[src/rtl/aes_input_packer_pkg.sv]
// Shared types and constants for the AES input packer slice.
//   state_t / key_t  : 128-bit cipher state and key vectors
//   packerState_t    : packer handshake FSM encoding
//   AES_WORD_W       : width of one input word
//   AES_PIPE_DEPTH   : cipher latency, one clock per buffered round
`ifndef NUM_ROUNDS
`define NUM_ROUNDS 10
`endif

package aes_input_packer_pkg;

  typedef logic [127:0] state_t;
  typedef logic [127:0] key_t;

  typedef enum logic [1:0] {
    NO_KEY,
    KEY_LOAD,
    READY,
    FILL
  } packerState_t;

  localparam int AES_WORD_W     = 32;
  localparam int AES_PIPE_DEPTH = `NUM_ROUNDS + 1;

endpackage

[src/rtl/aes_input_packer_valid_delay_line.sv]
// valid_delay_line: 1-bit shift register that delays a valid strobe by
// DEPTH clocks so it lines up with the output of a pipelined datapath.
//   clock : rising-edge clock
//   reset : asynchronous active-high, clears every stage
//   din   : strobe entering the line
//   dout  : din delayed by DEPTH clocks
module valid_delay_line
  import aes_input_packer_pkg::*;
#(
  parameter int DEPTH = AES_PIPE_DEPTH
) (
  input  logic clock,
  input  logic reset,
  input  logic din,
  output logic dout
);

  logic [DEPTH-1:0] vp;

  if (DEPTH == 1) begin : g_one
    always_ff @(posedge clock or posedge reset) begin
      if (reset) vp <= '0;
      else       vp <= din;
    end
  end else begin : g_many
    always_ff @(posedge clock or posedge reset) begin
      if (reset) vp <= '0;
      else       vp <= {vp[DEPTH-2:0], din};
    end
  end

  assign dout = vp[DEPTH-1];

endmodule

[src/rtl/aes_input_packer.sv]
// aes_input_packer: collects 32-bit key and data words over valid/ready
// handshakes, packs them MS word first into 128-bit key/state vectors held
// stable at the cipher inputs, and tracks cipher latency for each block.
//   clock, reset         : rising-edge clock, asynchronous active-high reset
//   key_valid/ready/data : key word stream (4 words per key)
//   din_valid/ready/data : data word stream (4 words per block)
//   state_out            : last complete block, held until the next one
//   key_out, key_loaded  : last complete key and its presence flag
//   blk_valid            : one-cycle pulse when state_out takes a new block
//   out_valid            : blk_valid delayed PIPE_DEPTH clocks
module aes_input_packer
  import aes_input_packer_pkg::*;
#(
  parameter int WORD_W          = AES_WORD_W,
  parameter int WORDS_PER_BLOCK = 4,
  parameter int PIPE_DEPTH      = AES_PIPE_DEPTH
) (
  input  logic              clock,
  input  logic              reset,
  input  logic              key_valid,
  output logic              key_ready,
  input  logic [WORD_W-1:0] key_data,
  input  logic              din_valid,
  output logic              din_ready,
  input  logic [WORD_W-1:0] din_data,
  output state_t            state_out,
  output key_t              key_out,
  output logic              key_loaded,
  output logic              blk_valid,
  output logic              out_valid
);

  localparam int CNT_W = $clog2(WORDS_PER_BLOCK);
  localparam logic [CNT_W-1:0] LAST = CNT_W'(WORDS_PER_BLOCK - 1);

  // Highest word index holds the first (most-significant) word.
  typedef logic [WORDS_PER_BLOCK-1:0][WORD_W-1:0] words_t;

  packerState_t     state_q, state_d;
  logic [CNT_W-1:0] kcnt_q, dcnt_q;
  words_t           shadow_key_q, shadow_state_q;
  words_t           key_merged, state_merged;
  logic             key_fire, din_fire;

  // Key wins over data in READY, so din_ready depends on key_valid.
  always_comb begin
    key_ready = (state_q != FILL);
    din_ready = (state_q == FILL) || ((state_q == READY) && !key_valid);
  end

  assign key_fire = key_valid && key_ready;
  assign din_fire = din_valid && din_ready;

  // Shadow contents including the word being accepted this cycle, so the
  // completing edge can publish the whole vector at once.
  always_comb begin
    key_merged                = shadow_key_q;
    key_merged[LAST - kcnt_q] = key_data;
    state_merged                = shadow_state_q;
    state_merged[LAST - dcnt_q] = din_data;
  end

  always_comb begin
    state_d = state_q;
    unique case (state_q)
      NO_KEY:   if (key_fire) state_d = KEY_LOAD;
      KEY_LOAD: if (key_fire && (kcnt_q == LAST)) state_d = READY;
      READY: begin
        if (key_fire)      state_d = KEY_LOAD;
        else if (din_fire) state_d = FILL;
      end
      FILL:     if (din_fire && (dcnt_q == LAST)) state_d = READY;
      default:  state_d = NO_KEY;
    endcase
  end

  always_ff @(posedge clock or posedge reset) begin
    if (reset) begin
      state_q        <= NO_KEY;
      kcnt_q         <= '0;
      dcnt_q         <= '0;
      shadow_key_q   <= '0;
      shadow_state_q <= '0;
      key_out        <= '0;
      state_out      <= '0;
      key_loaded     <= 1'b0;
      blk_valid      <= 1'b0;
    end else begin
      state_q   <= state_d;
      blk_valid <= 1'b0;
      // Counters only advance on handshakes, so they wrap to 0 exactly on
      // the completing word and start each key/block at word 0.
      if (key_fire) begin
        shadow_key_q <= key_merged;
        kcnt_q       <= kcnt_q + CNT_W'(1);
        if ((state_q == KEY_LOAD) && (kcnt_q == LAST)) begin
          key_out    <= key_merged;
          key_loaded <= 1'b1;
        end
      end
      if (din_fire) begin
        shadow_state_q <= state_merged;
        dcnt_q         <= dcnt_q + CNT_W'(1);
        if ((state_q == FILL) && (dcnt_q == LAST)) begin
          state_out <= state_merged;
          blk_valid <= 1'b1;
        end
      end
    end
  end

  valid_delay_line #(
    .DEPTH(PIPE_DEPTH)
  ) u_valid_pipe (
    .clock (clock),
    .reset (reset),
    .din   (blk_valid),
    .dout  (out_valid)
  );

endmodule

[config.mk]
export PLATFORM = sky130hd
export DESIGN_NAME = aes_input_packer
export DESIGN_NICKNAME = d
export VERILOG_FILES = /design/src/rtl/aes_input_packer_pkg.sv /design/src/rtl/aes_input_packer_valid_delay_line.sv /design/src/rtl/aes_input_packer.sv
export SDC_FILE = /design/constraint.sdc
export NUM_CORES = 1
export LEC_CHECK = 0
export BUFFER_PORTS_ARGS = -buffer_cell sky130_fd_sc_hd__buf_4
export CORE_UTILIZATION = 51
export DETAILED_ROUTE_END_ITERATION = 8
export GPL_ROUTABILITY_DRIVEN = 0
export PLACE_DENSITY_LB_ADDON = 0.2
export SYNTH_ARGS = -nofsm -noshare
export SYNTH_HDL_FRONTEND = slang
export SYNTH_HIERARCHICAL = 1
export SYNTH_SLANG_ARGS = --single-unit
[constraint.sdc]
create_clock -name clock -period 16.6 [get_ports clock]
set_input_delay 3.32 -clock clock [delete_from_list [all_inputs] [get_ports clock]]
set_output_delay 3.32 -clock clock [all_outputs]
set_load 0.005 [all_outputs]
# == After elaboration in Yosys (flattened, before gate mapping) ==
# Cells that the tools add are included.
# word_totals
in_bits,68
elab_cells,63
regBits,531
output_inout_bits,261
# op_classes
eq_ne,10
add_sub_neg,4
magnitude_cmp,4
n_reduce_logical,15
muxes,14
# ops
cell,count
128-bit bitwise mux,2
32-bit demux with 2-bit select,2
32-bit two-way mux,2
2-bit two-way mux,5
1-bit logical AND,9
"2-bit == test, second input constant",4
2-bit case mux with 4 select lines,1
"2-bit by 3-bit less-than comparator with 1-bit output, second input constant",2
"2-bit inequality test, second input constant",3
"2-bit by 1-bit adder with 2-bit output, second input constant",2
"2-bit by 1-bit greater-or-equal comparator with 1-bit output, second input constant",2
2-bit AND reduction,2
4-bit AND reduction,1
"2-bit subtractor, first input constant",2
"3-bit inequality test, second input constant",1
"2-bit by 1-bit == test with 1-bit output, second input constant",1
2-bit logical NOT,1
1-bit two-way mux,2
"2-bit by 1-bit inequality test with 1-bit output, second input constant",1
1-bit logical NOT,1
1-bit logical OR,1

# == Longest topological paths before layout ==
# Gate-level depths: netlist of the first run.
# logic_depth
ltp_word,7
depth_mapped,8
ltp_nobuf,5

# == Hierarchy ==
# The synthesis of the first run kept the hierarchy.
# by_module_without_submodules
mod,area_each_um2,seq_area_each_um2,cells_per_inst,instances
aes_input_packer,20068.0,12211.7,1628,1
valid_delay_line,279.0,275.3,12,1

# == Worst setup path after synthesis of the first run ==
# No wires, ideal clock.
# synth_timing
path_kind,input -> output
startpoint,in key_valid
endpoint,out din_ready
cell_stages,2
setup_slack_ns,9.724
arrival_time_ns,3.556
t_required_ns,13.280
path_buffers,0
cell_sequence,nand2b_2 -> and2_1
# synth_between
elab_chain_cells,3
# synth_lines
item,line_no,rtl
"start, declared",aes_input_packer.sv:20,"input logic key_valid,"
1-bit logical NOT,aes_input_packer.sv:48,din_ready = (state_q == FILL) || ((state_q == READY) && !key_valid);
1-bit logical AND,aes_input_packer.sv:48,
1-bit logical OR,aes_input_packer.sv:48,
"end, declared",aes_input_packer.sv:24,"output logic din_ready,"
# No other way between the ends.

# == Worst setup path after layout of the first run ==
# Ends and elaborated chain as after synthesis.

==> results by group, run 1 <==
Detailed routing
  • Met3 routed WL: 2.938 mm
  • # DRC: 0
  • Per-cell routed wire length: 18.70 um
  • Via count: 13240
  • Final wirelength: 46.53 mm
  • Initial DRC Count: 799
  • Drt via density: 5.321
  • Routed length on met1: 20.93 mm
  • DR pass1 iterations: 5
  • Wire length on met2: 21.72 mm
  • Highest metal used: met5
  • Routed Antenna Nets: 0

STA
  • Max-slew violations: 0
  • Final Skew: 0.02030 ns
  • Min Hold Slack: 0.3488 ns
  • Max Clock Freq: 139.8 MHz
  • RSZ-0062 raised after global routing: false
  • Slew @ Worst Pin: 1.103 ns
  • Final Critical Period: 7.153 ns
  • Final period util: 43.09%
  • Setup_tns: 0 ns
  • Final Hold Fails: 0
  • Setup-failing EPs final: 0
  • Slew HR: 26.47%

Synthesis
  • Seq/Total Area, Yosys: 61.37%
  • Cell taking the most area after synthesis: dfrtp_1
  • Main flop type after synthesis: dfrtp_1
  • Post-synth top cells: dfrtp_1 (499), nand2_1 (326), o21ai_0 (226)
  • Most numerous cell in the Yosys netlist: dfrtp_1
  • Ys async rst share: 100.0%
  • Yosys reg bits: 499
  • Mapped Nets: 1716
  • EDFF count, synth: 0
  • Top-area cell type share of the netlist area: 61.37%
  • Syn Inst Count: 1640
  • Synth warn: 6
  • Avg Cell Area, Syn: 12.41 um2
  • Mapped Area: 20350 um2
  • Top post-synthesis cells by area: dfrtp_1 (61%), mux2_2 (12%), mux2i_1 (11%)
  • Post-synth cell types: 23

Die
  • Core Rows: 72
  • Core Footprint: 39010 um2
  • Die area: 40700 um2
  • Die width: 201.7 um
  • Die Y: 201.7 um
  • Io pins: 329
  • Starting Density: 52.16%

Power
  • Pleak: 11.84 nW
  • Power Density: 198.2 nW/um2
  • Worst VDD drop: 0.0001025 V

CTS
  • Clock Latency Late Sink: 0.58 ns
  • CTS Hold Buffers Added: 0
  • CTS tree: done
  • Clock Path Buffers: 3
  • Post-CTS setup buffers: 0
  • CTS clk-pin slew, worst paths: 0.06 ns
  • Root Driver: clkbuf_16
  • H-tree depth: 2
  • Resized Gates After CTS: 0
  • TritonCTS Buffers: 51
  • CTS sink cnt: 499

Placed design
  • Placed cells: 2401
  • Port Buffer Count: 328
  • Hpwl dp: 28.45 mm

Flow run
  • Max Cap Violations: 0

Critical path
  • Crit path arrival time: 3.83 ns
  • CP required: 13.28 ns
  • Startpoint types: primary input
  • Critical path class: primary input to output port
  • Critical path endpoint category: output port
  • Crit path max fanout: 6

Global route
  • Overall Global Routing Usage: 23.15%
  • Initial antenna violation count: 1
  • Congestion Overflow GR: 0
  • Vias in the first global route: 13120
  • Largest net degree at the start of global routing: 258
  • First-pass GRT wire length: 74.21 mm

Layout
  • # diodes: 0
  • Proportion of layout cells with a drive suffix above 1: 33.20%
  • Layout overhead on the synthesized area: 21.99%
  • NumNets Final: 2012
  • Finished Layout Cells: 2488

Worst hold path
  • HP Class: flip-flop to flip-flop

Run status
  • Status: finished clean
==> per-layer routing <==
metal	vias up	global-route usage (%)
met5	-	0
met4	2	6.575
met3	69	5.815
met2	289	36.13
met1	6662	32.20
li1	6216	-
==> state kept, by name, summed over array words and instances (netlist names), 2 cells and up <==
register	flops
state_q	2
u_valid_pipe/vp	11
shadow_key_q	128
kcnt_q	2
state_out	128
dcnt_q	2
shadow_state_q	96
key_out	128
==> cells by family (layout without fill, tap and decap cells) <==
family,after synthesis,after routing,share of synthesized area (%)
multiplexers,449,449,23.47
AND/OR/NAND/NOR,336,336,6.365
AO/OA/AOI/OAI,231,231,5.737
adder cells (fa/ha/maj),8,8,0.4920
flip-flops,499,499,61.37
XOR/XNOR,2,2,0.08611
buffers and inverters,115,445,2.478
==> layout make-up <==
| type | count | area (um2) |
|---|---|---|
| Timing Repair Buffer | 350 | 2653 |
| Clock inverter | 11 | 95.09 |
| Multi-Input combinational cell | 1026 | 7393 |
| Inverter | 8 | 33.78 |
| Fill cell | 3067 | 14190 |
| Tap cell | 518 | 648.1 |
| Sequential cell | 499 | 12490 |
| Clock buffer | 76 | 1511 |
==> per-stage QoR <==
step                total power, mW  utilization, %  setup slack [ns]  cell area [um2]
floorplan                     3.076               -             6.663            20350
global placement              3.773           59.51             9.459            23210
detailed placement            3.855           59.51             9.457            23210
CTS                           4.973           63.63             9.452            24820
global route                  5.233           63.63             9.420            24820
finish                        4.919           63.63             9.447            24820
==> power by group <==
| group | switching, mW | total, mW | leakage [nW] | internal [mW] |
|---|---|---|---|---|
| registers | 0.334 | 2.12 | 6.22 | 1.78 |
| clock network | 0.459 | 1.10 | 0.798 | 0.641 |
| logic | 0.769 | 1.70 | 4.83 | 0.934 |
| total | 1.56 | 4.92 | 11.8 | 3.36 |
==> final timing paths <==
kind	startpoint	endpoint	slack (ns)	depth (start not counted)
min in group asynchronous	reset	u_valid_pipe/vp[0]$_DFF_PP0_	2.75	2
min	u_valid_pipe/vp[4]$_DFF_PP0_	u_valid_pipe/vp[5]$_DFF_PP0_	0.35	0
max reg2reg	dcnt_q[0]$_DFFE_PP0P_	state_out[66]$_DFFE_PP0P_	13.54	5
max	key_valid	din_ready	9.45	4
max in group asynchronous	reset	key_out[82]$_DFFE_PP0P_	11.05	4
min reg2reg	u_valid_pipe/vp[4]$_DFF_PP0_	u_valid_pipe/vp[5]$_DFF_PP0_	0.35	0
==> placed cells by master, fill, tap and decap left out, drive strengths merged <==
master	Yosys	final
dfrtp	499	499
buf	71	350
nand2	326	326
o21ai	226	226
mux2	225	225
mux2i	224	224
clkbuf	36	76
clkinv	0	9
inv	8	8
ha	8	8
nand4	4	4
nand3	2	2
xnor2	2	2
a21boi	2	2
nand2b	2	2
a21oi	2	2
and2	1	1
clkinvlp	0	1
o211ai	1	1
nand4b	1	1
bufinv	0	1
==> critical path, stage by stage <==
cell and delay, ns:
buf_4 0.11, nand2b_2 0.09, and2_1 0.18, buf_4 0.13
(Power assumes the default switching activity.)
==> run 2, diff against run 1 <==
clock period = 5.8 ns   (was 16.6 ns; I/O delays follow)
==> results by group, run 2 (synthesis results as in run 1) <==
Run status
  • Status: finished clean

STA
  • RSZ-0062 raised after global routing: false
  • Slew HR: 25.45% (-1.0 points)
  • Final Skew: 0.01073 ns (-0.009571 ns)
  • Slew @ Worst Pin: 1.118 ns (+0.01540 ns)
  • Max-slew violations: 0 (unchanged)
  • Min Hold Slack: 0.3460 ns (-0.002865 ns)
  • Final period util: 48.74%
  • Setup_tns: 0 ns (unchanged)
  • Final Critical Period: 2.827 ns
  • Setup-failing EPs final: 0 (unchanged)
  • Final Hold Fails: 0 (unchanged)
  • Final WS setup: 2.973 ns (-6.474 ns)
  • Max Clock Freq: 353.7 MHz

Global route
  • First-pass GRT wire length: 73.78 mm (-0.58%)
  • Initial antenna violation count: 1 (unchanged)
  • Overall Global Routing Usage: 22.96% (-0.20 points)
  • Congestion Overflow GR: 0 (unchanged)
  • Vias in the first global route: 13170 (+0.37%)
  • Largest net degree at the start of global routing: 258 (unchanged)

Layout
  • Most common cell after layout, fill and taps aside: dfrtp_1
  • NumNets Final: 2012 (unchanged)
  • Layout overhead on the synthesized area: 23.12%
  • Commonest non-fill, non-tap cells in the layout: dfrtp_1 (499), buf_4 (345), nand2_1 (326)
  • FILL cells: 3030 (-1.2%)
  • Biggest regs: key_out (128), shadow_key_q (128), state_out (128)
  • Proportion of layout cells with a drive suffix above 1: 33.59% (+0.39 points)

Power
  • Tot Pwr: 14.34 mW (+190%)
  • Worst VDD drop: 0.0003528 V (+240%)
  • Pleak: 11.95 nW (+0.93%)
  • Power Density: 572.4 nW/um2 (+190%)

Detailed routing
  • Per-cell routed wire length: 18.37 um (-1.7%)
  • # DRC: 0 (unchanged)
  • Drt via density: 5.250 (-1.3%)
  • Via count: 13100 (-1.0%)
  • Initial DRC Count: 693 (-13%)
  • Final wirelength: 45.86 mm (-1.4%)
  • Routed Antenna Nets: 0 (unchanged)
  • DR pass1 iterations: 5 (unchanged)

Worst hold path
  • HP Class: flip-flop to flip-flop
  • WHS Path Cells: 0 (unchanged)
  • HP Start: u_valid_pipe/vp[3]$_DFF_PP0_
  • Hold path endpoint: u_valid_pipe/vp[4]$_DFF_PP0_

Die
  • Core Footprint: 39010 um2 (unchanged)
  • Die width: 201.7 um (unchanged)
  • Io pins: 329 (unchanged)
  • Starting Density: 52.16% (unchanged)
  • Die Y: 201.7 um (unchanged)
  • Die area: 40700 um2 (unchanged)
  • Core Rows: 72 (unchanged)

CTS
  • Post-CTS setup buffers: 0 (unchanged)
  • Clock Path Buffers: 3 (unchanged)
  • TritonCTS Buffers: 51 (unchanged)
  • CTS clk-pin slew, worst paths: 0.06 ns (about the same)
  • CTS Hold Buffers Added: 0 (unchanged)
  • Resized Gates After CTS: 0 (unchanged)
  • Root Driver: clkbuf_16
  • CTS tree: done
  • H-tree depth: 2 (unchanged)
  • CTS sink cnt: 499 (unchanged)
  • Clock Latency Late Sink: 0.58 ns (about the same)

Critical path
  • CP required: 4.64 ns (-8.64 ns)
  • Slowest-stage cell, CP: and2_1
  • Critical path's top delay family: simple AND/OR/NAND/NOR gates
  • Critical path endpoint category: output port
  • Startpoint types: primary input
  • CP bufs+invs: 2 (unchanged)
  • Reg2Reg Depth: 6 (+1)
  • Crit path max fanout: 6 (unchanged)
  • R2r startpoint: kcnt_q[0]$_DFFE_PP0P_
  • CP cell instances: buf_4 -> nand2b_2 -> and2_1 -> buf_4
  • Critical path class: primary input to output port
  • Worst R2R Setup Slack: 3.18 ns (-10.36 ns)
  • Crit path arrival time: 1.67 ns (-2.16 ns)
  • Critical R2R Capture: key_out[69]$_DFFE_PP0P_
  • Most numerous cell on the critical path: buf_4
  • CP peak stage delay: 0.17 ns (about the same)

Placed design
  • Hpwl dp: 28.07 mm (-1.3%)
  • Place WS: 2.835 ns (-6.622 ns)
  • Port Buffer Count: 328 (unchanged)

Flow run
  • Max Cap Violations: 0 (unchanged)
-- run 2: cell count changes in the layout (fill, tap and decap cells not counted), moves of 2 or more --
cell | before | now
clkbuf_8 | 12 | 14
clkinv_2 | 8 | 11
clkbuf_1 | 12 | 9
bufinv_16 | 1 | 6
buf_4 | 348 | 345
buf_12 | 2 | 5
-- run 2: worst max path at each step --
stage,from,endpoint,slack [ns],depth (start not counted)
floorplan,reset,blk_valid$_DFF_PP0_,-1.98,1
global placement,key_valid,shadow_key_q[54]$_DFFE_PP0P_,2.88,5
detailed placement,key_valid,shadow_key_q[56]$_DFFE_PP0P_,2.83,5
CTS,state_q[0]$_DFFE_PP0P_,din_ready,2.94,3
global route,state_q[0]$_DFFE_PP0P_,din_ready,2.90,3
finish,key_valid,din_ready,2.97,4
-- run 2: power breakdown --
group          switching, mW  internal [mW]  total [mW]  leakage, nW
registers              0.924           5.10        6.02         6.22
clock network           1.32           2.11        3.43        0.892
logic                   2.20           2.68        4.88         4.84
total                   4.45           9.89        14.3         12.0
-- run 2: layout make-up --
class | count | area (um2) | area share (%)
Antenna cell | 1 | 2.502 | 0.009990
Clock buffer | 76 | 1553 | 6.198
Clock inverter | 18 | 242.7 | 0.9690
Inverter | 8 | 33.78 | 0.1349
Multi-Input combinational cell | 1026 | 7393 | 29.51
Sequential cell | 499 | 12490 | 49.85
Tap cell | 518 | 648.1 | 2.587
Timing Repair Buffer | 350 | 2690 | 10.74
-- run 2: metrics by stage --
| step | utilization, % | cell area, um2 | instances |
|---|---|---|---|
| floorplan | - | 20350 | 1640 |
| detailed placement | 59.61 | 23250 | 2401 |
| finish | 64.22 | 25050 | 2496 |
| global placement | 59.61 | 23250 | 2401 |
| global route | 64.22 | 25050 | 2496 |
| CTS | 64.21 | 25050 | 2495 |
-- run 2: routing by layer --
| layer | GRT usage (%) | share of wire, % | vias up |
|---|---|---|---|
| met5 | 0 | 0 | - |
| met1 | 31.39 | 44 | 6534 |
| met2 | 36.55 | 48 | 278 |
| met4 | 6.575 | 2.0 | 0 |
| met3 | 5.604 | 6.2 | 65 |
| li1 | - | - | 6227 |
==> run 3, diff against run 2 <==
CORE_UTILIZATION = 56   (was 51)
clock period = 2.9 ns   (was 5.8 ns; I/O delays follow)
==> results by group, run 3 (synthesis results as in run 1) <==
Critical path
  • Critical path class: flip-flop to output port
  • Reg2Reg Depth: 4 (-2)
  • Slowest-stage cell, CP: dfrtp_1
  • Critical path endpoint category: output port
  • Crit path arrival time: 1.70 ns (+0.03 ns)
  • CP peak stage delay: 0.50 ns (+0.33 ns)
  • CP cell instances: nand2b_2 -> and2_1 -> buf_4
  • Worst R2R Setup Slack: 0.86 ns (-2.32 ns)
  • R2r startpoint: state_q[1]$_DFFE_PP0P_
  • Startpoint types: flip-flop
  • CP required: 2.32 ns (-2.32 ns)
  • Critical R2R Capture: key_out[53]$_DFFE_PP0P_
  • Crit path max fanout: 8 (+2)

Worst hold path
  • HP Class: primary input to flip-flop
  • WHS Path Cells: 3 (+3)
  • HP Start: din_data[3]
  • Hold path endpoint: state_out[3]$_DFFE_PP0P_

CTS
  • Resized Gates After CTS: 0 (unchanged)
  • Clock Latency Late Sink: 0.57 ns (about the same)
  • Root Driver: clkbuf_16
  • H-tree depth: 2 (unchanged)
  • CTS clk-pin slew, worst paths: 0.06 ns (about the same)
  • CTS tree: done
  • TritonCTS Buffers: 50 (-2.0%)
  • Clock Path Buffers: 3 (unchanged)
  • CTS sink cnt: 499 (unchanged)

STA
  • Max Clock Freq: 439.4 MHz
  • Min Hold Slack: 0.2633 ns (-0.08266 ns)
  • Final period util: 78.49%
  • Setup_tns: 0 ns (unchanged)
  • Setup-failing EPs final: 0 (unchanged)
  • Max-slew violations: 0 (unchanged)
  • Final Hold Fails: 0 (unchanged)
  • Final Critical Period: 2.276 ns
  • Final Skew: 0.01473 ns (+0.004000 ns)
  • Slew HR: 45.21% (+20 points)
  • Final WS setup: 0.6239 ns (-2.349 ns)
  • RSZ-0062 raised after global routing: false
  • Slew @ Worst Pin: 0.8219 ns (-0.2964 ns)

Layout
  • FILL cells: 2544 (-16%)
  • # diodes: 0 (-1)
  • Most common cell after layout, fill and taps aside: dfrtp_1
  • Biggest regs: key_out (128), shadow_key_q (128), state_out (128)
  • Layout overhead on the synthesized area: 22.42%
  • Commonest non-fill, non-tap cells in the layout: dfrtp_1 (499), buf_4 (351), nand2_1 (325)
  • NumNets Final: 2020 (+0.40%)
  • Proportion of layout cells with a drive suffix above 1: 33.57% (about the same)

Power
  • Power Density: 1136 nW/um2 (+99%)
  • Tot Pwr: 28.31 mW (+97%)
  • Pleak: 11.92 nW (-0.28%)
  • Worst VDD drop: 0.0006469 V (+83%)

Die
  • Die area: 37100 um2 (-8.8%)
  • Core Rows: 69 (-4.2%)
  • Die width: 192.6 um (-4.5%)
  • Die Y: 192.6 um (-4.5%)
  • Starting Density: 57.07% (+4.9 points)
  • Io pins: 329 (unchanged)
  • Core Footprint: 35660 um2 (-8.6%)

Detailed routing
  • Final wirelength: 45.37 mm (-1.1%)
  • Via count: 13250 (+1.1%)
  • Initial DRC Count: 766 (+11%)
  • Routed Antenna Nets: 0 (unchanged)
  • DR pass1 iterations: 7 (+2)
  • Per-cell routed wire length: 18.60 um (+1.2%)
  • Drt via density: 5.434 (+3.5%)
  • # DRC: 40 (+40)

Placed design
  • Port Buffer Count: 328 (unchanged)
  • Place WS: 0.8968 ns (-1.938 ns)
  • Hpwl dp: 28.20 mm (+0.47%)

Global route
  • First-pass GRT wire length: 72.43 mm (-1.8%)
  • Vias in the first global route: 13310 (+1.1%)
  • Initial antenna violation count: 0 (-1)
  • Largest net degree at the start of global routing: 140 (-46%)
  • Congestion Overflow GR: 0 (unchanged)
  • Overall Global Routing Usage: 25.06% (+2.1 points)

Run status
  • Status: finished, violations left
  • Failing checks: DRC

Flow run
  • Max Cap Violations: 0 (unchanged)
-- run 3: changes by cell type in the layout (fill, tap and decap cells not counted), sizes merged --
cell,delta
buf,+8
bufinv,-2
clkbuf,-6
clkinv,-2
diode,-1
dlygate4sd3,+1
inv,+2
-- run 3: cell type report --
cell class                 count  area [um2]  area share, %
clock buffer                  70        1438          5.772
clock inverter                16       192.7         0.7736
inverter                       8       33.78         0.1356
multi-input combinational   1026        7396          29.69
sequential                   499       12490          50.13
tap                          461       576.8          2.316
timing repair buffer         359        2785          11.18
-- run 3: stage by stage --
step | instance area, um2 | util [%] | cells
detailed placement | 23270 | 65.26 | 2352
finish | 24910 | 69.86 | 2439
CTS | 24910 | 69.86 | 2439
floorplan | 20350 | - | 1640
global placement | 23270 | 65.26 | 2352
global route | 24910 | 69.86 | 2439
-- run 3: report_power, final --
group / switching [mW] / leakage [nW] / internal [mW]
Combinational: 4.43 / 4.89 / 5.40
Clock: 2.62 / 0.807 / 3.80
Sequential: 1.86 / 6.22 / 10.2
Total: 8.91 / 11.9 / 19.4
-- run 3: timing repair --
item,in CTS,in global routing
setup buffers,0,0
hold buffers,1,0
hold endpoints to repair,10,0
-- run 3: routing by layer --
metal	routed length (um)	share of wire [%]	GRT usage, %
met5	0	0	0
met1	19660	43	33.76
met4	886	2.0	7.268
met2	21770	48	40.31
met3	3043	6.7	6.165
-- run 3: how the worst max path moves through the flow --
| stage | startpoint | end | slack, ns |
|---|---|---|---|
| 2_1_floorplan | reset | blk_valid$_DFF_PP0_ | -4.30 |
| 3_3_place_gp | key_valid | shadow_key_q[44]$_DFFE_PP0P_ | 0.92 |
| 3_5_place_dp | key_valid | shadow_key_q[44]$_DFFE_PP0P_ | 0.90 |
| 4_1_cts | state_q[0]$_DFFE_PP0P_ | din_ready | 0.59 |
| 5_1_grt | state_q[0]$_DFFE_PP0P_ | din_ready | 0.54 |
| 6_report | state_q[0]$_DFFE_PP0P_ | din_ready | 0.62 |
-- run 3: worst max-delay path, delay by kind of cell, from the launching register on --
family	cells	cell delay, ns
and+or+nand+nor	2	0.48
buffers and inverters	1	0.13
DFF	1	0.50
